**src/rtl/square_pkg.sv**
```systemverilog
// Shared types and constants for the iterative squarer.
package square_pkg;

   localparam int SQ_WIDTH = 32;

   typedef enum logic [1:0] {
      IDLE,
      CALC,
      DONE
   } sq_state_t;

endpackage

```
**src/rtl/square_step.sv**
```systemverilog
// One shift-and-add step of the squarer: adds the shifted multiplicand when the
// current multiplier LSB is set, and consumes that multiplier bit.
module square_step
   import square_pkg::*;
#(
   parameter int WIDTH = SQ_WIDTH,
   parameter int HALF  = WIDTH / 2,
   parameter int CW    = $clog2(HALF + 1)
) (
   input  logic [WIDTH-1:0] acc,
   input  logic [WIDTH-1:0] mcand,
   input  logic [HALF-1:0]  mplier,
   input  logic [CW-1:0]    cnt,
   output logic [WIDTH-1:0] acc_next,
   output logic [HALF-1:0]  mplier_next
);

   // Truncation to WIDTH bits is lossless: mcand < 2^HALF and cnt < HALF.
   assign acc_next    = mplier[0] ? acc + (mcand << cnt) : acc;
   assign mplier_next = mplier >> 1;

endmodule

```
**src/rtl/square_calculator.sv**
```systemverilog
// Iterative unsigned squarer (out = in*in), one multiplier bit per falling edge.
// Optional SQUARE_EARLY_EXIT_EN finishes as soon as the multiplier runs out of set bits.
module square_calculator
   import square_pkg::*;
#(
   parameter int WIDTH = SQ_WIDTH
) (
   input  logic             clk,
   input  logic             rst,
   input  logic             start,
   input  logic [WIDTH-1:0] in,
   output logic [WIDTH-1:0] out,
   output logic             error,
   output logic             done,
   output logic             busy,
   output sq_state_t        state
);

   localparam int HALF = WIDTH / 2;
   localparam int CW   = $clog2(HALF + 1);

   // Handshake: start is sampled on every falling edge and always wins; done stays
   // high with out/error valid until the next start; busy is high while iterating.

   sq_state_t        state_n;
   logic [WIDTH-1:0] acc, acc_n, mcand, mcand_n, step_acc;
   logic [HALF-1:0]  mplier, mplier_n, step_mplier;
   logic [CW-1:0]    cnt, cnt_n;
   logic [WIDTH-1:0] out_n;
   logic             error_n, done_n, busy_n, finish;

   square_step #(
      .WIDTH (WIDTH),
      .HALF  (HALF),
      .CW    (CW)
   ) u_step (
      .acc         (acc),
      .mcand       (mcand),
      .mplier      (mplier),
      .cnt         (cnt),
      .acc_next    (step_acc),
      .mplier_next (step_mplier)
   );

`ifdef SQUARE_EARLY_EXIT_EN
   assign finish = (cnt == CW'(HALF)) || (mplier == '0);
`else
   assign finish = (cnt == CW'(HALF));
`endif

   always_ff @(negedge clk or posedge rst) begin
      if (rst) begin
         state  <= IDLE;
         acc    <= '0;
         mcand  <= '0;
         mplier <= '0;
         cnt    <= '0;
         out    <= '0;
         error  <= 1'b0;
         done   <= 1'b0;
         busy   <= 1'b0;
      end else begin
         state  <= state_n;
         acc    <= acc_n;
         mcand  <= mcand_n;
         mplier <= mplier_n;
         cnt    <= cnt_n;
         out    <= out_n;
         error  <= error_n;
         done   <= done_n;
         busy   <= busy_n;
      end
   end

   always_comb begin
      state_n  = state;
      acc_n    = acc;
      mcand_n  = mcand;
      mplier_n = mplier;
      cnt_n    = cnt;
      out_n    = out;
      error_n  = error;
      done_n   = done;
      busy_n   = busy;
      if (start) begin
         if (|in[WIDTH-1:HALF]) begin
            error_n = 1'b1;
            done_n  = 1'b1;
            out_n   = '0;
            busy_n  = 1'b0;
            state_n = DONE;
         end else begin
            // out deliberately keeps the previous result while the new one is computed.
            mcand_n  = in;
            mplier_n = in[HALF-1:0];
            acc_n    = '0;
            cnt_n    = '0;
            error_n  = 1'b0;
            done_n   = 1'b0;
            busy_n   = 1'b1;
            state_n  = CALC;
         end
      end else if (state == CALC) begin
         if (finish) begin
            out_n   = acc;
            done_n  = 1'b1;
            busy_n  = 1'b0;
            state_n = DONE;
         end else begin
            acc_n    = step_acc;
            mplier_n = step_mplier;
            cnt_n    = cnt + CW'(1);
         end
      end
   end

endmodule

```
**config.mk**
```make
export PLATFORM = sky130hd
export DESIGN_NAME = square_calculator
export DESIGN_NICKNAME = d
export VERILOG_FILES = /design/src/rtl/square_pkg.sv /design/src/rtl/square_step.sv /design/src/rtl/square_calculator.sv
export SDC_FILE = /design/constraint.sdc
export NUM_CORES = 1
export LEC_CHECK = 0
export CAP_MARGIN = 20
export CELL_PAD_IN_SITES_DETAIL_PLACEMENT = 1
export CELL_PAD_IN_SITES_GLOBAL_PLACEMENT = 2
export CORE_MARGIN = 5
export CORE_UTILIZATION = 40
export CTS_BUF_LIST = sky130_fd_sc_hd__clkbuf_2 sky130_fd_sc_hd__clkbuf_4 sky130_fd_sc_hd__clkbuf_8
export CTS_CLUSTER_SIZE = 10
export DETAILED_ROUTE_END_ITERATION = 10
export GPL_TIMING_DRIVEN = 0
export PLACE_DENSITY = 0.95
export SYNTH_ARGS = -nofsm -noshare
export SYNTH_HDL_FRONTEND = slang
export SYNTH_SLANG_ARGS = --single-unit
```
**constraint.sdc**
```tcl
create_clock -name clk -period 6.1 [get_ports clk]
set_input_delay 0.915 -clock clk [delete_from_list [all_inputs] [get_ports clk]]
set_output_delay 0.915 -clock clk [all_outputs]
set_load 0.02 [all_outputs]
```
==> impl_results.md <==
- Root buffer cell: clkbuf_8
- CTS tree: done
- Area grow syn2layout: 18.4%
- Crit path max fanout: 10
- Yosys warning count: 0
- Routed wire per std cell: 19.9 um
- Setup crit start kind: input port
- Chip Height: 152 um
- Detailed Routing Iterations Pass 1: 4
- Placed Instances: 1,265
- Reg area: 3000 um^2
- Vias: 7,276
- Fillcell total: 2,403
- LEAKAGE: 4.12 nW
- Yosys top cell by area: dfrtn_1
- Worst path required time: 3280 ps
- Setup-failing EPs final: 0
- First-pass GRT wire length: 42,200 um
- Slew margin rel.: 50.3%
- H-tree depth: 4
- Yosys top cell area share: 37.3%
- Postcts setup bufs: 0
- Status: completed
- Total global routing overflow: 0
- Yosys reg bits: 120
- Sequential area share after synthesis: 37.3%
- CP dominant cell by count: nand2_1
- DP HPWL: 20,200 um
- Die W: 152 um
- Worst-Skew Late Latency: 410 ps
- Final GP Congestion: 0.919
- DRC viols: 0
- Ranking of synthesized cells by area: dfrtn_1 37%, nand2_1 9.7%, ha_1 5.1%
- Clock Sink Count: 120
- Chain of cells forming the critical path: clkdlybuf4s50_1 -> nor4b_1 -> nand2_1 -> nor3_2 -> a31oi_2 -> clkbuf_1 -> clkbuf_2 -> nand2_1 -> o31ai_1
- CP max stage delay: 400 ps
- Clock tree buffer depth: 2
- Worst setup EP type: flip-flop
- Final hold violation count: 0
- Initial antenna violation count: 0
- Clock transition at path regs: 60 ps
- Post-synth ARST share: 100%
- P per Cell Area: 315 nW/um^2
- DR vias/cell: 5.61
- Synth unique cells: 72
- Final cell count without fillers: 1,297
- Core Box Area: 19,700 um^2
- Share of layout cells above drive strength 1: 11.9%
- Inserted Clock Buffers: 17
- Starting DRT DRC Count: 287
- Top_reg_cell synth: dfrtn_1
- Mapped Cells: 927
- Maximum VDD drop: 0.000142 V
- Multi-input gate area: 4650 um^2
- Initial Util: 41.0%
- GRT Overall Usage: 22.4%
- Post-Route Skew: 10.7 ps
- Largest net degree at the start of global routing: 42
- HP Class: flip-flop to flip-flop
- RSZ-0062 raised after global routing: false
- Routed WL: 25,800 um
- PortBufs: 70
- Fin nets: 1,088
- Site Rows: 51
- Vias in the first global route: 7,867
- Ant. Diodes: 0
- Max Slew Vio Count: 0
- Critical path class: input port to flip-flop
- Post-route cell area: 9540 um^2
- CP top delay family: buffers and inverters
- Syn_nets: 996
- Worst EP arrival: 3120 ps
- Post-route ant nets: 0
- CP max-delay cell: clkdlybuf4s50_1
- Placed inst area: 9150 um^2
- WP buf/inv: 3
- Mean Syn Cell Area: 8.69 um^2
- EDFF count, synth: 0
- Mapped cell area: 8050 um^2
- Die ar.: 23,100 um^2
- Setup TNS Final: 0 ps
- Slew @ Worst Pin: 725 ps
- IO Pins: 72
- Max-cap violations: 0
==> power breakdown <==
part | internal, mW | leakage (nW) | total (mW) | switching (mW)
Sequential | 0.897 | 1.57 | 0.976 | 0.0794
Combinational | 0.491 | 2.36 | 1.31 | 0.817
Clock | 0.340 | 0.187 | 0.717 | 0.377
==> state kept, by name, summed over array words and instances (netlist names) <==
| name | count |
|---|---|
| error | 1 |
| mplier | 16 |
| done | 1 |
| mcand | 32 |
| cnt | 5 |
| out | 32 |
| acc | 32 |
| state | 1 |
==> layer usage <==
layer | GRT usage (%) | part of all wire (%) | up-vias
met5 | 0 | 0 | -
li1 | - | - | 3451
met1 | 27.3 | 43 | 3641
met2 | 40.1 | 51 | 135
met4 | 8.35 | 3.1 | 0
met3 | 3.27 | 3.5 | 49
==> final timing paths <==
path	startpoint	end	slack (ps)	depth (start not counted)
setup / recovery	in[30]	acc[8]	160	9
hold / removal	out[16]	out[16]	430	2
setup reg to reg	cnt[1]	acc[30]	1130	17
hold reg to reg	out[16]	out[16]	430	2
max in group asynchronous	rst	acc[16]	1630	4
min in group asynchronous	rst	mplier[9]	3700	2
==> worst reg2reg max path, stage by stage, from the launching register on <==
cell and delay (ps):
dfrtn_1 480, buf_6 190, buf_2 270, buf_1 450, mux4_2 400, mux2_2 300
mux2i_1 160, o22ai_1 180, ha_1 350, buf_6 130, and4_1 320, nand4_1 160
a211oi_1 360, a211oi_2 140, o211a_1 320, o41ai_2 360, xnor2_1 170, o21ai_1 70
==> area by class of cell <==
type / count / area share, %
Clock inverter: 13 / 1.26
Buffer: 64 / 3.45
Timing Repair Buffer: 73 / 7.98
Inverter: 22 / 0.905
Sequential cell: 120 / 31.5
Clock buffer: 19 / 2.68
Tap cell: 265 / 3.48
Multi-Input combinational cell: 721 / 48.8
==> logic make-up after synthesis <==
kind of cell | synth area share (%)
adder cells (fa/ha/maj) | 5.38
AO/OA/AOI/OAI | 20.3
XOR/XNOR | 2.94
AND/OR/NAND/NOR | 20.0
multiplexers | 9.15
buffers and inverters | 4.94
flip-flops | 37.3
==> per-stage QoR <==
step           utilization, %  setup slack (ps)  power (mW)  hold WS (ps)
2_1_floorplan               -               433        1.90           409
3_3_place_gp             46.2              -646        2.25           425
3_5_place_dp             46.5              -689        2.28           435
4_1_cts                  48.5              44.5        3.01           435
5_1_grt                  48.5            0.0187        3.19           450
6_report                 48.5               156        3.00           428
==> what timing repair did <==
item / CTS / global route
hold buffers: 0 / 0
endpoints found under the setup margin: 34 / 41
resized for setup: 4 / 9
endpoints found under the hold margin: 0 / 0
==> synth_stat cells (6+ instances only) <==
cell,number
mux2i_1,26
xor2_1,14
o21bai_1,6
o21ai_0,18
nand3_1,11
nor3_1,10
clkbuf_1,34
and3_1,7
a21o_1,12
a21oi_1,50
mux2_2,8
a31oi_1,6
o221a_2,15
nor2_1,62
a211oi_1,9
nand4_1,8
inv_1,17
nor2b_1,10
and2_1,20
ha_1,33
dfrtn_1,120
buf_2,10
o21ai_1,77
o211ai_1,7
nand2_1,208
xnor2_1,13
buf_1,11
mux4_2,16
buf_6,6
nand2b_1,9
o31ai_1,8
==> cells in the final DEF (no fill, tap or decap), types with 16 or more instances in the layout <==
master             n
a21oi_1           50
clkdlybuf4s50_1   70
clkbuf_1          28
mux2i_1           26
clkbuf_8          19
o21ai_1           77
ha_1              33
nor2_1            62
mux4_2            16
dfrtn_1          120
and2_1            20
nand2_1          208
inv_1             16
o21ai_0           18
(Power assumes the default switching activity.)
